### src/rtl/fusion_test_pkg.sv
// Shared types and constants for the sensor fusion front end.
// Latency: n/a (types and constants only).
// Backpressure: n/a.
package fusion_test_pkg;

   localparam int DATA_WIDTH            = 16;
   localparam int ALIGN_TIMEOUT_DEFAULT = 64;

   // One aligned IMU/LIDAR pair; valid qualifies the whole word.
   typedef struct packed {
      logic [DATA_WIDTH-1:0] imu;
      logic [DATA_WIDTH-1:0] lidar;
      logic                  valid;
   } sensor_input_t;

   // IDLE: nothing buffered, WAIT: one side buffered and counting, EMIT: output pending.
   typedef enum logic [1:0] {
      ST_IDLE = 2'd0,
      ST_WAIT = 2'd1,
      ST_EMIT = 2'd2
   } aligner_state_e;

   // Saturating 16-bit increment used by the pair counter.
   function automatic logic [15:0] sat_inc16(input logic [15:0] v);
      return (v == 16'hFFFF) ? v : v + 16'd1;
   endfunction

endpackage

### src/rtl/sample_fifo.sv
// Generic synchronous FIFO holding one sensor's samples.
// Latency: a sample pushed at edge E is at the head from edge E+1.
// Backpressure: full blocks pushes, pops on empty are ignored.
module sample_fifo #(
   parameter int DATA_WIDTH = 16,
   parameter int FIFO_DEPTH = 4
) (
   input  logic                          clk,
   input  logic                          rst_n,
   input  logic                          push,
   input  logic [DATA_WIDTH-1:0]         push_data,
   input  logic                          pop,
   output logic [DATA_WIDTH-1:0]         head_data,
   output logic                          full,
   output logic                          empty,
   output logic [$clog2(FIFO_DEPTH):0]   count
);

   localparam int AW = $clog2(FIFO_DEPTH);

   logic [DATA_WIDTH-1:0] mem [FIFO_DEPTH];
   logic [AW:0]           wr_ptr;
   logic [AW:0]           rd_ptr;
   logic                  do_push;
   logic                  do_pop;

   // The extra pointer bit tells a full ring from an empty one.
   assign empty     = (wr_ptr == rd_ptr);
   assign full      = (wr_ptr[AW] != rd_ptr[AW]) && (wr_ptr[AW-1:0] == rd_ptr[AW-1:0]);
   assign count     = wr_ptr - rd_ptr;
   assign head_data = mem[rd_ptr[AW-1:0]];
   assign do_push   = push && !full;
   assign do_pop    = pop && !empty;

   // Pointer update; reset discards all buffered samples.
   always_ff @(posedge clk or negedge rst_n) begin
      if (!rst_n) begin
         wr_ptr <= '0;
         rd_ptr <= '0;
      end else begin
         if (do_push) wr_ptr <= wr_ptr + 1'b1;
         if (do_pop)  rd_ptr <= rd_ptr + 1'b1;
      end
   end

   // Storage write; contents are meaningless until the pointers say otherwise.
   always_ff @(posedge clk) begin
      if (do_push) mem[wr_ptr[AW-1:0]] <= push_data;
   end

endmodule

### src/rtl/sensor_aligner.sv
// Pairs IMU and LIDAR samples into one output word, filling a side from its last value on timeout.
// Latency: samples accepted at edge E into empty FIFOs appear on out_data after edge E+1.
// Backpressure: out_data holds while !out_ready; per-side ready drops when that side's FIFO is full.
module sensor_aligner
   import fusion_test_pkg::*;
#(
   parameter int DATA_WIDTH     = fusion_test_pkg::DATA_WIDTH,
   parameter int FIFO_DEPTH     = 4,
   parameter int TIMEOUT_CYCLES = ALIGN_TIMEOUT_DEFAULT
) (
   input  logic                  clk,
   input  logic                  rst_n,
   input  logic                  enable,
   input  logic                  imu_valid,
   input  logic [DATA_WIDTH-1:0] imu_data,
   output logic                  imu_ready,
   input  logic                  lidar_valid,
   input  logic [DATA_WIDTH-1:0] lidar_data,
   output logic                  lidar_ready,
   output sensor_input_t         out_data,
   input  logic                  out_ready,
   output logic                  stale_imu,
   output logic                  stale_lidar,
   output logic [15:0]           pair_count
);

   localparam int AW   = $clog2(FIFO_DEPTH);
   localparam int CNTW = AW + 1;
   localparam int TW   = (TIMEOUT_CYCLES > 2) ? $clog2(TIMEOUT_CYCLES) : 1;
   localparam logic [TW-1:0] TO_MAX = TW'(TIMEOUT_CYCLES - 1);

   aligner_state_e        state;
   logic                  in_en;
   logic [TW-1:0]         wait_cnt;
   logic [DATA_WIDTH-1:0] held_imu;
   logic [DATA_WIDTH-1:0] held_lidar;

   logic [DATA_WIDTH-1:0] imu_head,  lidar_head;
   logic                  imu_full,  lidar_full;
   logic                  imu_empty, lidar_empty;
   logic [CNTW-1:0]       imu_count, lidar_count;
   logic                  imu_push,  lidar_push;
   logic                  imu_pop,   lidar_pop;

   logic load_ok, one_side, do_fresh, do_stale, emit;
   logic next_out_valid, imu_next_nonempty, lidar_next_nonempty;

   // Inputs stay blocked through reset and open on the first edge after release.
   assign imu_ready   = in_en && !imu_full;
   assign lidar_ready = in_en && !lidar_full;
   assign imu_push    = imu_valid && imu_ready;
   assign lidar_push  = lidar_valid && lidar_ready;

   // The output register can take a new word when nothing is pending or it is being taken now.
   assign load_ok  = (state != ST_EMIT) || out_ready;
   assign one_side = imu_empty ^ lidar_empty;
   assign do_fresh = enable && load_ok && !imu_empty && !lidar_empty;
   assign do_stale = enable && load_ok && one_side && (wait_cnt == TO_MAX);
   assign emit     = do_fresh || do_stale;
   assign imu_pop   = do_fresh || (do_stale && !imu_empty);
   assign lidar_pop = do_fresh || (do_stale && !lidar_empty);

   // Occupancy after this edge, used to choose the next FSM state.
   assign next_out_valid      = emit || (out_data.valid && !out_ready);
   assign imu_next_nonempty   = imu_push   || (imu_count   != CNTW'(imu_pop));
   assign lidar_next_nonempty = lidar_push || (lidar_count != CNTW'(lidar_pop));

   sample_fifo #(.DATA_WIDTH(DATA_WIDTH), .FIFO_DEPTH(FIFO_DEPTH)) u_imu_fifo (
      .clk       (clk),
      .rst_n     (rst_n),
      .push      (imu_push),
      .push_data (imu_data),
      .pop       (imu_pop),
      .head_data (imu_head),
      .full      (imu_full),
      .empty     (imu_empty),
      .count     (imu_count)
   );

   sample_fifo #(.DATA_WIDTH(DATA_WIDTH), .FIFO_DEPTH(FIFO_DEPTH)) u_lidar_fifo (
      .clk       (clk),
      .rst_n     (rst_n),
      .push      (lidar_push),
      .push_data (lidar_data),
      .pop       (lidar_pop),
      .head_data (lidar_head),
      .full      (lidar_full),
      .empty     (lidar_empty),
      .count     (lidar_count)
   );

   // Alignment FSM with its registered outputs, timeout counter and held stale-fill values.
   always_ff @(posedge clk or negedge rst_n) begin
      if (!rst_n) begin
         state       <= ST_IDLE;
         in_en       <= 1'b0;
         wait_cnt    <= '0;
         held_imu    <= '0;
         held_lidar  <= '0;
         out_data    <= '0;
         stale_imu   <= 1'b0;
         stale_lidar <= 1'b0;
         pair_count  <= '0;
      end else begin
         in_en <= 1'b1;

         // Count only while exactly one side waits; hold at the limit while the output is blocked.
         if (emit || !enable || !one_side)
            wait_cnt <= '0;
         else if (wait_cnt != TO_MAX)
            wait_cnt <= wait_cnt + TW'(1);

         if (do_fresh) begin
            out_data    <= '{imu: imu_head, lidar: lidar_head, valid: 1'b1};
            stale_imu   <= 1'b0;
            stale_lidar <= 1'b0;
            held_imu    <= imu_head;
            held_lidar  <= lidar_head;
            pair_count  <= sat_inc16(pair_count);
         end else if (do_stale) begin
            if (!imu_empty) begin
               out_data    <= '{imu: imu_head, lidar: held_lidar, valid: 1'b1};
               stale_imu   <= 1'b0;
               stale_lidar <= 1'b1;
               held_imu    <= imu_head;
            end else begin
               out_data    <= '{imu: held_imu, lidar: lidar_head, valid: 1'b1};
               stale_imu   <= 1'b1;
               stale_lidar <= 1'b0;
               held_lidar  <= lidar_head;
            end
         end else if (out_ready) begin
            out_data.valid <= 1'b0;
         end

         if (next_out_valid)
            state <= ST_EMIT;
         else if (imu_next_nonempty || lidar_next_nonempty)
            state <= ST_WAIT;
         else
            state <= ST_IDLE;
      end
   end

endmodule

### config.mk
export PLATFORM = sky130hd
export DESIGN_NAME = sensor_aligner
export DESIGN_NICKNAME = d
export VERILOG_FILES = /design/src/rtl/fusion_test_pkg.sv /design/src/rtl/sample_fifo.sv /design/src/rtl/sensor_aligner.sv
export SDC_FILE = /design/constraint.sdc
export NUM_CORES = 1
export LEC_CHECK = 0
export CORE_MARGIN = 2
export CORE_UTILIZATION = 59
export CTS_BUF_LIST = sky130_fd_sc_hd__clkbuf_8
export CTS_CLUSTER_SIZE = 25
export DETAILED_ROUTE_END_ITERATION = 8
export PLACE_DENSITY = 0.79
export SLEW_MARGIN = 20
export SYNTH_ARGS = -nofsm -noshare
export SYNTH_HDL_FRONTEND = slang
export SYNTH_SLANG_ARGS = --single-unit
export TNS_END_PERCENT = 5
### constraint.sdc
create_clock -name clk -period 3.66 [get_ports clk]
set_clock_uncertainty 0.2 [all_clocks]
set_input_delay 0.915 -clock clk [delete_from_list [all_inputs] [get_ports clk]]
set_output_delay 0.915 -clock clk [all_outputs]
set_load 0.1 [all_outputs]
Word-level counts from Yosys, hierarchy flattened:

Memories as Yosys holds them, arrays and structs flattened.
Index checks and enable logic that the tools add are counted.

* register bits after elaboration: 104
* bits in writable memories: 128
* memories: 2

Memory list
* u_imu_fifo.mem: words 4, bits a word 16, read ports 1, clocked after memory_dff 0, wr ports 1, RTL line sample_fifo.sv:21 `logic [DATA_WIDTH-1:0] mem [FIFO_DEPTH];`
* u_lidar_fifo.mem: words 4, bits a word 16, read ports 1, clocked after memory_dff 0, wr ports 1, RTL line sample_fifo.sv:21

* reduce and logical (&&, ||, !) cells: 42
* eq/ne operators: 13
* add/sub/neg operators: 8
* bitwise operators: 2
* muxes and demuxes: 25

Operators by type and width (number)
* 16-bit 2-to-1 mux: 6
* 33-bit 2-to-1 mux: 2
* 32-bit 2-to-1 mux: 1
* 1-bit logical AND: 18
* 16-bit by 1-bit adder with 16-bit output, second input constant: 1
* 16-bit equality test, second input constant: 1
* 1-bit 2-to-1 mux: 13
* 3-bit by 1-bit adder with 3-bit output, second input constant: 4
* 6-bit 2-to-1 mux: 2
* 1-bit logical OR: 10
* 1-bit logical NOT: 7
* 6-bit by 1-bit adder with 6-bit output, second input constant: 1
* 3-bit equality test: 2
* 6-bit equality test, second input constant: 1
* 3-bit by 1-bit != test with 1-bit output: 2
* 6-bit != test, second input constant: 1
* 2-bit AND reduction: 3
* 2-bit nonzero test: 3
* 3-bit subtractor: 2
* 2-bit equality test: 2
* 3-bit nonzero test: 1
* 2-bit 2-to-1 mux: 1
* 1-bit != test: 2
* 2-bit by 1-bit != test with 1-bit output, second input constant: 1
* other kinds (3): 3

Longest topological paths before layout:

* word-level depth: 12
* depth in mapped cells: 11
* gate-level depth less buffers: 7

Modules after synthesis:

From an unflattened synthesis, not the netlist that was laid out.

* cell total of the unflattened synthesis: 664
* area total of the unflattened synthesis: 10000.8 µm²

By module, submodules not included
* sample_fifo: area an instance 2772.7 µm², sequential area each 2072.0 µm², instances 2, cells an instance 129
* sensor_aligner: area an instance 4455.5 µm², sequential area each 2302.2 µm², instances 1, cells an instance 406

Least setup slack after synthesis:

Ideal clock, no wire load.

* path kind: register to register
* start: reg u_lidar_fifo.rd_ptr[1]
* end: mem u_lidar_fifo.mem[3][0], enable pin
* arrival: 2.911 ns
* cell stages (with the launch flop): 8
* library setup time: 0.375 ns
* path slack: 0.174 ns
* cells stage by stage: dfrtp_1 -> clkbuf_1 -> buf_1 -> inv_1 -> ha_1 -> nand2_1 -> o21a_1 -> and3_1

* cells in the longest elaborated chain, start to end: 8

Ends and longest elaborated chain
* start: declaration: RTL line sample_fifo.sv:23 `logic [AW:0] rd_ptr;`
* start signal: assignment: RTL line sample_fifo.sv:42 `if (do_pop) rd_ptr <= rd_ptr + 1'b1;`
* 2-bit equality test: RTL line sample_fifo.sv:29 `assign full = (wr_ptr[AW] != rd_ptr[AW]) && (wr_ptr[AW-1:0] == rd_ptr[AW-1:0]);`
* 1-bit logical AND: RTL line sample_fifo.sv:29
* 1-bit logical NOT: RTL line sensor_aligner.sv:50 `assign lidar_ready = in_en && !lidar_full;`
* 1-bit logical AND: RTL line sensor_aligner.sv:50
* net lidar_ready: RTL line sensor_aligner.sv:19 `output logic lidar_ready,`
* 1-bit logical AND: RTL line sensor_aligner.sv:52 `assign lidar_push = lidar_valid && lidar_ready;`
* 1-bit logical AND: RTL line sample_fifo.sv:32 `assign do_push = push && !full;`
* 1-bit 2-to-1 mux: RTL line sample_fifo.sv:48 `if (do_push) mem[wr_ptr[AW-1:0]] <= push_data;`
* 1-bit 2-to-1 mux (implied by the code): RTL line sample_fifo.sv:48
* end: declaration: RTL line sample_fifo.sv:21

The timed path passes the listed nets, and every way through them passes these cells.

Worst setup path after layout:

* start: reg u_imu_fifo.wr_ptr[0]
* end: out imu_ready

* cells in the longest elaborated chain, start to end: 4

Ends and longest elaborated chain
* start: declaration: RTL line sample_fifo.sv:22 `logic [AW:0] wr_ptr;`
* start signal: assignment: RTL line sample_fifo.sv:41 `if (do_push) wr_ptr <= wr_ptr + 1'b1;`
* 2-bit equality test: RTL line sample_fifo.sv:29
* 1-bit logical AND: RTL line sample_fifo.sv:29
* 1-bit logical NOT: RTL line sensor_aligner.sv:49 `assign imu_ready = in_en && !imu_full;`
* 1-bit logical AND: RTL line sensor_aligner.sv:49
* end: declaration: RTL line sensor_aligner.sv:16 `output logic imu_ready,`

No other way between the ends.

==> impl_results.md <==
* Synth Flop Type: edfxtp_1
* Maxcap violations at 0
* Final routed wire length divided by cell count at between 15 and 20 microns
* Crit. End Element: primary output
* Height of the die at 130.0 microns
* First-pass GRT wire length at 28270 microns
* RePlAce Congestion at about 0.83
* Hold Crit Class: input port to async pin
* H-tree depth at 2
* Core ar. at 15710 sq um
* Worst-Skew Late Latency at 530 ps
* Synth warn at 0
* Full die area at 16890 sq um
* CP Max Fanout at 6
* Post-Synthesis Cells at about 560
* Detailed-route DRC error count at 0
* WS Path Type: register to primary output
* N_diodes at 0
* Slowest-stage cell, CP: dfrtp_1
* Vias in the first global route at 5389
* Final worst path period need at between 3000 and 4000 ps
* Unique masters post-synth at between 40 and 50
* Post-synth EDFFs at ~130
* Data arrival time of the critical path at around 2000 ps
* Die Span X at 130.0 microns
* Period utilization at 85.22%
* Pre-antenna DRT Iters at 5
* Vias per std cell at 5.695
* DRT iter0 DRCs at 432
* DP Wirelength at 12190 microns
* PortBufs at 90
* Share of cells above drive strength 1 at 28.27%
* Row count at 46
* Worst-path cell chain: inv_1 -> ha_1 -> nand2_1 -> o21a_1 -> buf_12
* Largest net degree at the start of global routing at 59
* Setup TNS at 0 ps
* Initial core utilization at 59.59%
* RSZ-0062 raised after global routing: false
* Io pins at 91
* Rel. slew slack at ~28%
* Post-synth ARST share at 44.83%
* Total grt overflow at 0
* CP Data Required Time at 2540 ps
* Cts bufs inserted at 38
* Final WL at 18080 microns
* Status: finished, final reports clean
* Fillers at 957
* Synthesized area at ~9400 sq um
* Hold-fix buffers at CTS at 0
* Flops & latches, synth at 232
* Root buf cell: clkbuf_8
* Highest clock rate at 320.6 MHz
* Seq/Total Area, Yosys at ~69%
* Antenna-violating nets left at 0
* Final setup violating endpoints at 0
* Final Hold Viols at 0
* Critical Path Source Type: register
* Synth Net Count at around 620
* Avg Cell Area, Syn at 16.63 sq um
* CTS sink cnt at around 230
* FF-to-FF setup slack at 860 ps
* Worst r2r dst: held_lidar[13]
* Final #Nets at 745
* Worst-path clk slew at 60 ps
* Tot GR Track Use at between 20% and 30%
* CTS tree: yes
* Max Slew Vio Count at 0
* Post-CTS Repair Setup Buffers at 0
* Tightest Pin Transition at ~1100 ps
* Maximum root-to-sink buffer count at 3
* Post-CTS resize count at 0
* Critical R2R Launch: u_lidar_fifo.wr_ptr[0]
* Reg2Reg Depth at 7
* Slowest cell delay on critical path at ~430 ps
* Synth-to-Final Area Change at 20.22%
* Initial antenna violation count at 0
* Detailed-route via count at 5319
## placed cells by master (no fill, tap or decap), types with 2 or more instances in the layout
cell type,instances
nand3_1,13
a21oi_1,2
clkdlybuf4s50_1,36
fa_1,2
and2_1,5
xor2_1,4
o21a_1,2
bufinv_16,2
a21o_1,21
clkinv_1,2
clkbuf_8,47
nand2_1,54
inv_1,16
o21ai_0,6
nor3_1,2
nor2_1,11
and3_4,2
buf_12,4
buf_4,68
edfxtp_1,128
and3_1,30
xnor2_1,23
mux4_2,32
ha_1,16
a221o_1,20
clkinvlp_4,2
mux2_2,31
nand4_1,9
dfrtp_1,104
clkinv_2,7
## flip-flops by register name, indices dropped and copies added (netlist names)
name,count
u_imu_fifo.wr_ptr,3
stale_imu,1
u_lidar_fifo.rd_ptr,3
pair_count,16
stale_lidar,1
held_imu,16
in_en,1
wait_cnt,6
u_lidar_fifo.wr_ptr,3
u_lidar_fifo.mem,64
held_lidar,16
u_imu_fifo.mem,64
out_data,33
u_imu_fifo.rd_ptr,3
state,2
## worst max path at each step
| stage | endpoint | from | slack, ps |
|---|---|---|---|
| 2_1_floorplan | u_lidar_fifo.mem[3][0] | u_lidar_fifo.rd_ptr[1] | 170 |
| 3_3_place_gp | held_lidar[2] | enable | 340 |
| 3_5_place_dp | held_lidar[13] | enable | 240 |
| 4_1_cts | imu_ready | u_imu_fifo.wr_ptr[0] | 540 |
| 5_1_grt | imu_ready | u_imu_fifo.wr_ptr[0] | 460 |
| 6_report | imu_ready | u_imu_fifo.wr_ptr[0] | 540 |
## critical path, delay by kind of cell, from the launching register on
kind            cells  cell delay (ps)
compound gates      1              300
fa+ha+maj           1              320
buf+inv             2              350
flops               1              430
simple gates        1               70
## synthesized netlist by cell type, types with 2 or more instances
cell / number / area share [%]
mux4_2: 32 / 7.7
mux2_2: 31 / 3.7
o21a_1: 2 / 0.16
a221o_1: 20 / 2.1
and3_1: 30 / 2.0
buf_4: 2 / 0.16
nand4_1: 9 / 0.60
buf_2: 9 / 0.48
nand3_1: 13 / 0.69
fa_1: 2 / 0.43
buf_6: 4 / 0.48
nor3_1: 2 / 0.11
edfxtp_1: 128 / 41
a21o_1: 21 / 1.7
nor2_1: 11 / 0.44
xor2_1: 4 / 0.37
clkbuf_1: 6 / 0.24
ha_1: 16 / 2.1
dfrtp_1: 104 / 28
and2_1: 5 / 0.33
xnor2_1: 23 / 2.2
inv_1: 8 / 0.32
and3_4: 2 / 0.24
o21ai_0: 6 / 0.32
a21oi_1: 2 / 0.11
nand2_1: 54 / 2.2
## cell families after synthesis
| kind of cell | after synthesis | share of synthesized area [%] |
|---|---|---|
| multiplexers | 63 | 11.43 |
| other | 1 | 0.04005 |
| adder cells (fa/ha/maj) | 18 | 2.566 |
| buffers and inverters | 30 | 1.724 |
| AO/OA/AOI/OAI | 59 | 5.546 |
| flip-flops | 232 | 68.85 |
| XOR/XNOR | 28 | 2.699 |
| AND/OR/NAND/NOR | 132 | 7.150 |
## area by class of cell
class                           count  area, sq um  share of cell area [%]
Clock buffer                       47        646.9                   5.747
Clock inverter                     22        156.4                   1.390
Inverter                            8        30.03                  0.2668
Multi-Input combinational cell    301         2755                   24.48
Sequential cell                   232         6446                   57.27
Tap cell                          216        270.3                   2.401
Timing Repair Buffer              108        950.9                   8.448
## metrics by stage
step	cell area [sq um]	hold WS (ps)	utilization [%]	worst slack (ps)	instances
detailed placement	10450	262.5	66.52	242.2	865
floorplan	9363	240.1	-	173.8	563
CTS	11260	208.3	71.64	537.3	934
finish	11260	201.9	71.64	540.8	934
global placement	10450	251.3	66.52	340.5	865
global route	11260	240.4	71.64	455.5	934
## per-layer routing
| metal | track usage, % | share of wire (%) | vias to the layer above |
|---|---|---|---|
| li1 | - | - | 2399 |
| met1 | 31.56 | 43 | 2697 |
| met2 | 35.11 | 49 | 193 |
| met3 | 4.018 | 6.0 | 30 |
| met4 | 6.831 | 1.9 | 0 |
| met5 | 0 | 0 | - |
Power is left out: the tool's default activity adds up to more than one toggle a clock period on the data nets, which glitch-free logic cannot reach.
==> RTL change (config.mk and constraints unchanged) <==
Re-encode `aligner_state_e` (3 states) as one-hot, 3 bits wide.
--- a/src/rtl/fusion_test_pkg.sv
+++ b/src/rtl/fusion_test_pkg.sv
@@ -14,10 +14,10 @@
    } sensor_input_t;
 
    // IDLE: nothing buffered, WAIT: one side buffered and counting, EMIT: output pending.
-   typedef enum logic [1:0] {
-      ST_IDLE = 2'd0,
-      ST_WAIT = 2'd1,
-      ST_EMIT = 2'd2
+   typedef enum logic [2:0] {
+      ST_IDLE = 3'b001,
+      ST_WAIT = 3'b010,
+      ST_EMIT = 3'b100
    } aligner_state_e;
 
    // Saturating 16-bit increment used by the pair counter.
Function: no difference found for any inputs over 4 cycles, from zero or initial values and one cycle with rst_n low; so few cycles prove little.
==> RTL change against the unedited design <==
- worst setup slack improved by 74 ps
- count of clock-buffer cells in the layout decreased by 4
- via count decreased by 3.6%
- wire length decreased by 4.7%
- sequential cell count increased by 1
- die area decreased by 1.2%
- cell count decreased by 2.7%
- critical path depth decreased by 1
- non-clock buffer count increased by 2
- area after synthesis decreased by 1.2%
- design area decreased by 1.4%
- critical path type unchanged
- largest cell class unchanged
- highest routed layer unchanged
Power is not shown: default switching activity piles up to over one toggle a cycle in this logic, so the estimate is an artifact.
==> RTL change: results (changes against the unedited design) <==
[outcome]
outcome = completed  ; unchanged

[worst_setup_path]
rr_worst_depth = 7  ; unchanged
timing.rr.end = out_data[23]  ; was held_lidar[13]
cpLargestDelayFamily = flip-flops  ; unchanged
regToRegSetupSlack_ps = 850
crit_slowest_cell = dfrtp_1  ; unchanged
critPathMaxFanout = 5  ; was 6
critPathMaxStageDelay_ps = 400  ; was 430 ps
r2r_start = wait_cnt[0]  ; was u_lidar_fifo.wr_ptr[0]
arrival_ps = 1930  ; was 2000 ps

[timing]
slew_headroom_pct = 29.03  ; was 27.94%
period_needed_ps = 3045  ; was 3119 ps

[cells_and_area]
stdcell_area_um2 = 11100  ; was 11260 µm²
sh_seq_area_pct = 58.31  ; was 57.27%
multi_input_cells = 275  ; was 301
clockBufferCount = 43  ; was 47
fill_cells = 945  ; was 957
inv_count = 12  ; was 8
drive_above_1_share_pct = 24.50  ; was 28.27%
multi_input_area_share_pct = 23.89  ; was 24.48%
seq_cell_count = 233  ; was 232
clock_cell_area_share_pct = 6.313  ; was 7.136%
insertedDiodeCount = 0  ; unchanged
nets = 725  ; was 745
buffer_area_share_pct = 8.703  ; was 8.448%
buffers = 110  ; was 108

[placed_design]
gp_congestion = 0.7766  ; was 0.8340
portBuffers = 90  ; unchanged
hpwlAfterDp_um = 10990  ; was 12190 µm
placed_area_um2 = 10390  ; was 10450 µm²

[hold_path]
worst_hold_path_type = input port to async pin  ; unchanged

[global_routing]
grt_pass1_wl_um = 27900  ; was 28270 µm
grt_max_degree = 58  ; was 59
first_global_vias = 5427  ; was 5389
grt_use_total_pct = 21.86  ; was 22.00%
antenna_found_initial = 0  ; unchanged

[synthesis]
synth-edff-count = 128  ; unchanged
yosys-top-cells-area = edfxtp_1 (42%), dfrtp_1 (28%), mux4_2 (7.8%), a221o_1 (3.5%), a21o_1 (2.8%)  ; was edfxtp_1 (41%), dfrtp_1 (28%), mux4_2 (7.7%), mux2_2 (3.7%), nand2_1 (2.2%)
synthFlopType = edfxtp_1  ; unchanged
async_flop_share_pct = 45.06  ; was 44.83%
yosysSeqAreaShare_pct = 69.96  ; was 68.85%
synth_cell_types = 51  ; was 43
syn-num-nets = 600  ; was 619
synthTopCellsByCount = edfxtp_1 (128), dfrtp_1 (104), a21o_1 (34), a221o_1 (32), mux4_2 (32)  ; was edfxtp_1 (128), dfrtp_1 (104), nand2_1 (54), mux4_2 (32), mux2_2 (31)
synth_warnings = 0  ; unchanged

[clock_network]
root_buffer = clkbuf_8  ; unchanged
postCtsSetupBuffers = 0  ; unchanged
htreeDepth = 2  ; unchanged
clk_pin_slew_ps = 60  ; about the same
numCtsBuffers = 37  ; was 38
cts_resized = 0  ; unchanged
clk_latency_ps = 520
cts_buffer_depth = 3  ; unchanged

[detailed_routing]
wl_per_cell_um = 18.95  ; was 19.35 µm
num_vias = 5128  ; was 5319
first_iter_violations = 350  ; was 432
dr.pass1.iters = 4  ; was 5

[RTL change: cell types whose count changed after synthesis, sizes merged, moves of 4 or more]
cell   change
inv        +4
a221o     +12
nand2     -41
a21o      +13
and2      +18
nor2b     +16
xor2       +6
mux2      -29
xnor2      -4
nand4      -4
and3      -22
[RTL change: metal layers]
metal | part of all wire [%] | wire length, µm | global-route usage [%]
met1 | 43 | 7473 | 30.22
met2 | 49 | 8369 | 34.43
met3 | 6.4 | 1095 | 5.037
met4 | 1.7 | 288 | 8.632
met5 | 0 | 0 | 0
[RTL change: how the worst max path moves through the flow]
stage	depth (start not counted)	from	slack [ps]	to
after floorplan	5	u_imu_fifo.rd_ptr[1]	100	imu_ready
after global placement	6	out_ready	240	state[0]
after detailed placement	6	out_ready	140	state[0]
after CTS	4	u_imu_fifo.wr_ptr[0]	580	imu_ready
after global routing	4	u_lidar_fifo.wr_ptr[0]	510	lidar_ready
final	4	u_imu_fifo.wr_ptr[0]	620	imu_ready
[RTL change: worst register-to-register path, delay by kind of cell, from the launching register on]
family	cells	cell delay (ps)
AND/OR/NAND/NOR	3	860
adder cells (fa/ha/maj)	2	660
flip-flops	1	390
AO/OA/AOI/OAI	1	380
buffers and inverters	1	220
[RTL change: cell families after synthesis]
kind of cell | synth area share (%)
AO/OA/AOI/OAI | 7.871
XOR/XNOR | 3.002
adder cells (fa/ha/maj) | 2.718
buffers and inverters | 1.839
flip-flops | 69.96
multiplexers | 8.250
other | 0.04053
AND/OR/NAND/NOR | 6.316
[RTL change: stage by stage]
step                hold slack, ps  utilization, %  cells  setup WS, ps
floorplan                    250.6               -    544         99.50
global placement             259.5           68.10    841         241.8
detailed placement           266.9           68.10    841         135.4
CTS                          216.6           72.69    909         582.4
global route                 256.6           72.74    909         508.7
finish                       225.3           72.74    909         615.3
